## src/rtl/conv_encoder_r12_if.sv

```systemverilog
// conv_encoder_r12_if: byte-in / codeword-out valid-ready bus of the rate-1/2 encoder
interface conv_encoder_r12_if;
  logic [7:0] in_data;
  logic in_valid;
  logic in_ready;
  logic [15:0] out_data;
  logic out_valid;
  logic out_ready;
  modport master(output in_data, in_valid, out_ready, input in_ready, out_data, out_valid);
  modport slave(input in_data, in_valid, out_ready, output in_ready, out_data, out_valid);
endinterface

```

## src/rtl/conv_encoder_r12.sv

```systemverilog
// conv_encoder_r12: bit-serial rate-1/2 K=3 (7,5) convolutional encoder, one 8-bit message per 16-bit codeword
module conv_encoder_r12 #(
  parameter bit CLEAR_PER_BLOCK = 1'b1
) (
  input  logic clk,
  input  logic rst,
  conv_encoder_r12_if.slave bus,
  output logic busy
);
  typedef enum logic [1:0] {IDLE, ENC, DONE} state_t;
  state_t state, state_nxt;
  logic [7:0] msg;
  logic [2:0] cnt;
  logic s1, s2, c0, c1;
  always_comb begin
    c0 = msg[7] ^ s1 ^ s2;
    c1 = msg[7] ^ s2;
    state_nxt = (state == IDLE && bus.in_valid) ? ENC :
                (state == ENC && cnt == 3'd0) ? DONE :
                (state == DONE && bus.out_ready) ? IDLE : state;
  end
  // message shifts out MSB first; codeword shifts in so bit 7's pair lands in [15:14]
  always_ff @(posedge clk) begin
    if (!rst) begin
      state <= IDLE;
      msg <= '0;
      cnt <= '0;
      s1 <= 1'b0;
      s2 <= 1'b0;
      bus.out_data <= '0;
    end else begin
      state <= state_nxt;
      if (state == IDLE && bus.in_valid) begin
        msg <= bus.in_data;
        cnt <= 3'd7;
        if (CLEAR_PER_BLOCK) begin
          s1 <= 1'b0;
          s2 <= 1'b0;
        end
      end else if (state == ENC) begin
        msg <= {msg[6:0], 1'b0};
        cnt <= cnt - 3'd1;
        s1 <= msg[7];
        s2 <= s1;
        bus.out_data <= {bus.out_data[13:0], c0, c1};
      end
    end
  end
  assign bus.in_ready = state == IDLE;
  assign bus.out_valid = state == DONE;
  assign busy = state != IDLE;
endmodule

```

## src/flat_wrapper.sv

```systemverilog
// flat-port wrapper written by rule: the top's interface ports become plain ports
module conv_encoder_r12_flat 
#(
  parameter bit CLEAR_PER_BLOCK = 1'b1
)
  (clk, rst, busy, bus_in_data, bus_in_valid, bus_out_ready, bus_in_ready, bus_out_data, bus_out_valid);
  conv_encoder_r12_if bus_i ();
  input  logic clk;
  input  logic rst;
  output logic busy;
  input wire logic [$bits(bus_i.in_data)-1:0] bus_in_data;
  input wire logic [$bits(bus_i.in_valid)-1:0] bus_in_valid;
  input wire logic [$bits(bus_i.out_ready)-1:0] bus_out_ready;
  output wire logic [$bits(bus_i.in_ready)-1:0] bus_in_ready;
  output wire logic [$bits(bus_i.out_data)-1:0] bus_out_data;
  output wire logic [$bits(bus_i.out_valid)-1:0] bus_out_valid;
  assign bus_i.in_data = bus_in_data;
  assign bus_i.in_valid = bus_in_valid;
  assign bus_i.out_ready = bus_out_ready;
  assign bus_in_ready = bus_i.in_ready;
  assign bus_out_data = bus_i.out_data;
  assign bus_out_valid = bus_i.out_valid;
  conv_encoder_r12 #(.CLEAR_PER_BLOCK(CLEAR_PER_BLOCK)) u_core (.clk(clk), .rst(rst), .bus(bus_i), .busy(busy));
endmodule
```

## config.mk

```make
export PLATFORM = sky130hd
export DESIGN_NAME = conv_encoder_r12_flat
export DESIGN_NICKNAME = d
export VERILOG_FILES = /design/src/rtl/conv_encoder_r12_if.sv /design/src/rtl/conv_encoder_r12.sv /design/src/flat_wrapper.sv
export SDC_FILE = /design/constraint.sdc
export NUM_CORES = 1
export LEC_CHECK = 0
export BUFFER_PORTS_ARGS = -buffer_cell sky130_fd_sc_hd__buf_4
export CORE_MARGIN = 3
export CORE_UTILIZATION = 40
export CTS_CLUSTER_DIAMETER = 30
export DETAILED_ROUTE_END_ITERATION = 16
export HOLD_SLACK_MARGIN = 0.02
export PLACE_DENSITY = 0.71
export SYNTH_ARGS = -nofsm -noshare
export SYNTH_HDL_FRONTEND = slang
export SYNTH_SLANG_ARGS = --single-unit
```

## constraint.sdc

```tcl
create_clock -name clk -period 1.4 [get_ports clk]
set_clock_uncertainty 0.1 [all_clocks]
set_input_delay 0.14 -clock clk [delete_from_list [all_inputs] [get_ports clk]]
set_output_delay 0.14 -clock clk [all_outputs]
set_load 0.05 [all_outputs]
```

### Word-level counts from Yosys, hierarchy flattened

Cells that the tools add are included.

| storage, ports and cells | value |
|---|---|
| register bits | 31 |
| input bits | 12 |
| output and inout bits | 19 |
| logic and storage cells | 33 |

| cells by class | value |
|---|---|
| add/subtract/negate cells | 1 |
| equal/unequal tests | 2 |
| muxes and demuxes | 7 |
| bitwise gates (word level) | 5 |
| reductions and logical operators | 11 |

Operators by type and width:

| kind | count |
|---|---|
| $mux W8 | 2 |
| $mux W3 | 2 |
| $reduce_bool A2 Y1 | 3 |
| $mux W2 | 2 |
| $logic_and A1 B1 Y1 | 3 |
| $logic_not A3 Y1 | 1 |
| $reduce_bool A3 Y1 | 1 |
| $sub A3 B1 Y3 const B | 1 |
| $xor A1 B1 Y1 | 3 |
| $eq A2 B1 Y1 const B | 1 |
| $eq A2 B2 Y1 const B | 1 |
| $logic_not A2 Y1 | 1 |
| $not A1 Y1 | 2 |
| $reduce_and A2 Y1 | 1 |
| $reduce_or A2 Y1 | 1 |
| $mux W1 | 1 |

### Depth between registers and ports, before layout

Gate-level depths: netlist of run 1.

| logic depth | value |
|---|---|
| depth after elaboration | 5 |
| mapped depth | 6 |
| depth with buffers taken out | 5 |

### Least setup slack after synthesis of run 1

Ideal clock, no wire load.

| timing | value |
|---|---|
| path kind | reg2out |
| from | register u_core.state[0] |
| to | output port bus_in_ready |
| arrival time | 1356 ps |
| required time | 1160 ps |
| slack | -196 ps |
| stages on the path, launching flop included | 5 |
| path buffers | 1 |
| path through | dfxtp_1 -> buf_6 -> inv_1 -> nand2_1 -> inv_1 |

| between the ends | value |
|---|---|
| longest elaborated chain between the ends | 1 |

RTL lines:

| element | RTL line | RTL |
|---|---|---|
| start, declared | conv_encoder_r12.sv:11 | `state_t state, state_nxt;` |
| start signal, assigned | conv_encoder_r12.sv:32 | `state <= state_nxt;` |
| $logic_not A2 Y1 | conv_encoder_r12.sv:49 | `assign bus.in_ready = state == IDLE;` |
| end, declared | flat_wrapper.sv:14 | `output wire logic [$bits(bus_i.in_ready)-1:0] bus_in_ready;` |

Every way passes these cells.

==> results.md, run 1 <==
* HPWL Detailed at 2090 um
* Synth Cell Area at 1290 um^2
* YS warnings at 0
* Commonest cells in the netlist: nand2_1 (38), dfxtp_1 (31), a21oi_1 (25)
* I/O Buffers at 30
* Starting density of the core at 44.2%
* EDFF count, synth at 0
* Worst skew pair latency at 310 ps
* Final setup viols at 0
* Switch Pwr at 609 uW
* Pin count of the biggest net entering global routing at 21
* Top post-synthesis cells by area: dfxtp_1 (48%), nand2_1 (11%), a21oi_1 (9.7%)
* Main flop type after synthesis: dfxtp_1
* Initial antenna violation count at 0
* Flip-flop and latch area at 628 um^2
* Max-cap violations at 0
* Clock tree buffer depth at 2
* Setup CP Type: in2reg
* CTS tree: done
* First-pass GRT wire length at 4860 um
* Unrepaired setup endpoints after global routing: false
* Setup TNS at 0 ps
* Library cells used by synthesis at 30
* P_leak at 0.000689 uW
* Slew margin rel. at 78.3%
* Type of origin of the critical path: input pin
* Synth Register Bits at 31
* Total power at 2050 uW
* Crit path max fanout at 12
* Reg power frac at 48.6%
* Die height at 62.8 um
* Syn-to-layout area delta at 32.7%
* Largest area contributor in the netlist: dfxtp_1
* Clock slew at reported path FFs at 90 ps
* Gate power share at 23.6%
* Io pins at 31
* Layout cells sized above 1 at 29.0%
* Slew Limit Fails at 0
* Most frequent cell after synthesis: nand2_1
* Syn_nets at 166
* Arrival time of the worst setup path at 1510 ps
* Worst Tran Pin Value at 325 ps
* Violation count after the first detailed-routing iteration at 41
* Tot GR Track Use at 15.3%
* Fin crit period at 1340 ps
* Routed WL at 2850 um
* Nets at 206
* Vias per cell at 4.97
* RePlAce Congestion at 0.932
* Gate Count Post-Synth at 152
* Core area at 2920 um^2
* Worst vdd ir at 0.724 mV
* Placed cells at 221
* Status: finished, final reports clean
* P_int at 1440 uW
* PnR worst setup slack at 56.8 ps
* Endpoints failing hold at 0
* Fmax at 745 MHz
* GRT overflow at 0
* Drt pass-1 iters at 4
* Pwr/cell area at 1200 nW/um^2
* DR vias at 1168
* ANT cells at 0
* # H-tree levels at 2
* WL/cell at 12.1 um
* Post-route ant nets at 0
* Total CTS buffers at 5
* Clk network pwr share at 27.8%
* Number of remaining DRC errors at 0
* Root Buffer Master: clkbuf_4
* CP endpoint kind: flop
* Tcrit/Tclk final at 95.9%
* Switching Share at 29.7%
* Fin cells at 235
* WP data required at 1560 ps
* Hold crit path type: in2reg
* Die Width at 62.8 um
* FFs w/ async S/R, synth at 0%
* Synth top area share at 48.1%
* Vias in the first global route at 1137
* Layout fillers at 277
* Clk sink count at 31
* Post-place setup slack at 44.4 ps
* Site Rows at 19
* Area of the multi-input gates at 583 um^2
* FF-to-FF setup slack at 110 ps
* Sequential fraction of the synthesis area at 48.1%
* Synth Area per Inst at 8.49 um^2
* Die area at 3950 um^2
layout make-up:
| cell class | instances | area share, % |
|---|---|---|
| clock buffer | 8 | 4.02 |
| inverter | 6 | 1.68 |
| multi-input combinational | 105 | 34.0 |
| sequential | 31 | 36.7 |
| tap | 42 | 3.07 |
| timing repair buffer | 43 | 20.5 |
per-layer routing:
layer	global-route usage, %	vias up	wire length, um
li1	-	599	-
met1	18.6	543	1300
met2	24.8	20	1400
met3	4.50	6	103
met4	6.89	0	40
met5	0	-	0
registers in the layout, indices dropped and copies added, names as in the netlist:
register,cells
u_core.msg,8
u_core.cnt,3
u_core.state,2
u_core.s2,1
u_core.bus.out_data,16
u_core.s1,1
layout by cell type (no fill, tap or decap), types with 2 or more instances in the layout:
cell	count
xnor2_1	2
clkbuf_4	5
clkbuf_8	2
ha_1	2
nor2b_1	2
dfxtp_4	2
nand2_1	37
a21oi_1	25
dfxtp_1	29
inv_1	3
nand2b_1	4
o21ai_0	5
dlygate4sd3_1	5
o221ai_1	2
nand3_1	3
buf_4	34
nor3b_1	2
buf_6	3
o22ai_1	6
path summary, 6_finish.rpt:
kind	depth (start not counted)	to	from
worst max-delay path	5	u_core.bus.out_data[1]	rst
worst min-delay path	3	u_core.msg[7]	bus_in_data[7]
worst max register to register	4	u_core.bus.out_data[1]	u_core.state[0]
worst min register to register	2	u_core.bus.out_data[15]	u_core.bus.out_data[15]
logic make-up (layout without fill, tap and decap cells):
kind of cell    after synthesis  after routing  share of synthesized area, %
fa+ha+maj                     2              2                          1.94
compound gates               46             46                          21.8
buf+inv                      16             57                          7.17
flops                        31             31                          48.1
xor+xnor                      2              2                          1.36
simple gates                 55             55                          19.7
power groups by stage:
| stage | sequential [uW] | clock (uW) | combinational, uW |
|---|---|---|---|
| after detailed placement | 1010 | 0 | 460 |
| after global placement | 1010 | 0 | 445 |
| after CTS | 996 | 593 | 474 |
| after floorplan | 1030 | 0 | 322 |
| after global routing | 1000 | 637 | 536 |
| final | 996 | 571 | 484 |
what timing repair did:
item | CTS | global route
hold endpoints to repair | 4 | 0
endpoints found under the setup margin | 3 | 4
hold buffers | 5 | 0
setup buffers | 0 | 1
gates resized for setup | 6 | 4
stage by stage:
stage	area, um^2	hold WS (ps)	utilization, %
CTS	1690	23.2	57.7
finish	1710	31.4	58.6
detailed placement	1560	307	53.4
floorplan	1300	151	-
global route	1710	24.4	58.6
global placement	1560	299	53.4
worst max-delay path: stages:
cell and delay [ps]:
dlygate4sd3_1 530, buf_4 180, inv_1 60, or4_1 510
nand3_1 80
Power figures use the tool's default switching activity.
==> inputs of run 2 (changes only) <==
--- a/config.mk
+++ b/config.mk
@@ -7,11 +7,11 @@
 export LEC_CHECK = 0
 export BUFFER_PORTS_ARGS = -buffer_cell sky130_fd_sc_hd__buf_4
 export CORE_MARGIN = 3
-export CORE_UTILIZATION = 40
+export CORE_UTILIZATION = 50
 export CTS_CLUSTER_DIAMETER = 30
 export DETAILED_ROUTE_END_ITERATION = 16
 export HOLD_SLACK_MARGIN = 0.02
-export PLACE_DENSITY = 0.71
+export PLACE_DENSITY = 0.83
 export SYNTH_ARGS = -nofsm -noshare
 export SYNTH_HDL_FRONTEND = slang
 export SYNTH_SLANG_ARGS = --single-unit
==> results.md, run 2 (synthesis results as in run 1) <==
* PnR worst setup slack at -75.8 ps (-133 ps)
* Grt peak-use layer: met2
* Setup TNS at -201 ps (-201 ps)
* Layout fillers at 161 (-42%)
* Arrival time of the worst setup path at 1240 ps (-270 ps)
* GRT overflow at 0 (unchanged)
* Routed WL at 3310 um (+16%)
* Cell chain of the critical path: buf_6, clkinvlp_4, nand2_4, clkinvlp_4, buf_6
* Fin crit period at 1480 ps (+133 ps)
* Max reg flops at 16 (unchanged)
* CP endpoint kind: output pin
* Hold Startpoint: bus_in_valid
* Clk network pwr share at 32.8% (+5.0 points)
* Layout cells sized above 1 at 30.5% (+1.5 points)
* Tcrit/Tclk final at 105% (+9.5 points)
* WL/cell at 14.5 um (+20%)
* Slew Limit Fails at 0 (unchanged)
* Commonest cells after routing, fill and taps aside: nand2_1 (37), buf_4 (36), dfxtp_1 (29), a21oi_1 (25), dlygate4sd3_1 (10)
* Switch Pwr at 684 uW (+12%)
* First-pass GRT wire length at 5150 um (+6.1%)
* CP peak stage delay at 360 ps (-170 ps)
* Starting density of the core at 55.2% (+11 points)
* Tot GR Track Use at 20.8% (+5.5 points)
* Root Buffer Master: clkbuf_4
* Number of remaining DRC errors at 0 (unchanged)
* Die area at 3230 um^2 (-18%)
* Grt met2 use at 34.5% (+9.7 points)
* Met3 global-route usage at 6.90% (+2.4 points)
* DR vias at 1253 (+7.3%)
* Die Width at 56.8 um (-9.5%)
* P_int at 1600 uW (+11%)
* Fmax at 678 MHz (-9.0%)
* Clk sink count at 31 (unchanged)
* Violation count after the first detailed-routing iteration at 46 (+12%)
* Core area at 2340 um^2 (-20%)
* Type of origin of the critical path: flop
* CTS tree: done
* Hold path cells at 3 (unchanged)
* Total CTS buffers at 5 (unchanged)
* Worst Tran Pin Value at 328 ps (+2.28 ps)
* # H-tree levels at 2 (unchanged)
* Io pins at 31 (unchanged)
* Vias per cell at 5.47 (+10%)
* Clock tree buffer depth at 2 (unchanged)
* Hold crit path type: in2reg
* Syn-to-layout area delta at 39.0%
* Highest-delay cell along the critical path: dfxtp_2
* Crit. Startpoint: u_core.state[0]
* Crit path max fanout at 5 (-7)
* Pwr/cell area at 1270 nW/um^2 (+6.2%)
* Site Rows at 17 (-2)
* Grt met1 use at 22.2% (+3.6 points)
* Max-cap violations at 0 (unchanged)
* Slew margin rel. at 78.1% (-0.15 points)
* Post-route ant nets at 0 (unchanged)
* Biggest registers after layout: u_core.bus.out_data (16), u_core.msg (8), u_core.cnt (3)
* Setup CP Type: reg2out
* Switching Share at 30.0% (+0.28 points)
* Unrepaired setup endpoints after global routing: true
* WP data required at 1160 ps (-400 ps)
* Most common cell after layout, fill and taps aside: nand2_1
* Stages on worst setup path at 5 (unchanged)
* Violated checks: negative setup slack
* Worst vdd ir at 0.931 mV (+29%)
* Clock slew at reported path FFs at 100 ps (about the same)
* Gate power share at 23.6% (about the same)
* Die height at 56.8 um (-9.5%)
* HPWL Detailed at 1980 um (-5.1%)
* Largest register by flop count: u_core.bus.out_data
* Top Family by Delay on Critical Path: buffers and inverters
* Drt pass-1 iters at 4 (unchanged)
* RePlAce Congestion at 0.816 (-12%)
* Endpoints failing hold at 0 (unchanged)
* P_leak at 0.000715 uW (+3.8%)
* Pin count of the biggest net entering global routing at 21 (unchanged)
* Worst reg2reg path depth at 5 (+1)
* Hold WS at 71.1 ps (+39.7 ps)
* Initial antenna violation count at 1 (+1)
* I/O Buffers at 30 (unchanged)
* Status: finished, violations left
* Final setup viols at 5 (+5)
* Worst skew pair latency at 340 ps (+30 ps)
* Reg power frac at 43.6% (-5.0 points)
* FF-to-FF Start: u_core.state[0]
* Buf/Inv on CP at 4 (+1)
* Nets at 213 (+3.4%)
* Vias in the first global route at 1173 (+3.2%)
==> run 2: worst paths after layout <==
path / to / slack (ps)
setup / recovery: bus_in_ready / -80
hold / removal: u_core.msg[3] / 70
setup reg to reg: u_core.cnt[0] / -30
hold reg to reg: u_core.bus.out_data[15] / 360
==> run 2: layer usage <==
metal	wire, um	up-vias
li1	-	611
met1	1330	576
met2	1630	52
met3	183	14
met4	161	0
met5	0	-
==> run 2: area by class of cell <==
type                            instances  area [um^2]  area share (%)
Antenna cell                            1         2.50           0.139
Clock buffer                            6         51.3            2.86
Clock inverter                          2         35.0            1.95
Inverter                                6         30.0            1.67
Multi-Input combinational cell        105          591            32.9
Sequential cell                        31          626            34.9
Tap cell                               28         35.0            1.95
Timing Repair Buffer                   50          424            23.6
==> run 2: repair_timing <==
item                                   CTS  global route
resized for setup                        6             4
setup endpoints to repair                4            13
gates cloned                             0             0
hold buffers                            10             0
buffers inserted                         2             3
endpoints found under the hold margin   12             0
==> run 2: power groups by stage <==
| stage | registers, uW | clock network [uW] | logic [uW] |
|---|---|---|---|
| 2_1_floorplan | 1030 | 0 | 322 |
| 3_3_place_gp | 1010 | 0 | 444 |
| 3_5_place_dp | 1010 | 0 | 456 |
| 4_1_cts | 990 | 763 | 504 |
| 5_1_grt | 1000 | 797 | 584 |
| 6_report | 995 | 749 | 539 |
==> run 2: per-stage QoR <==
| step | area (um^2) | instances | utilization [%] | power [uW] | setup slack [ps] |
|---|---|---|---|---|---|
| final | 1790 | 229 | 76.7 | 2280 | -75.8 |
| after global routing | 1790 | 229 | 76.7 | 2380 | -116 |
| after CTS | 1760 | 225 | 75.0 | 2260 | -79.3 |
| after detailed placement | 1540 | 205 | 65.8 | 1470 | 32.9 |
| after global placement | 1540 | 205 | 65.8 | 1450 | 102 |
| after floorplan | 1300 | 152 | - | 1350 | 2.45 |
==> run 2: tightest hold or removal path: stages <==
cell and delay [ps]:
buf_4 120, o22ai_1 80, a21oi_1 130
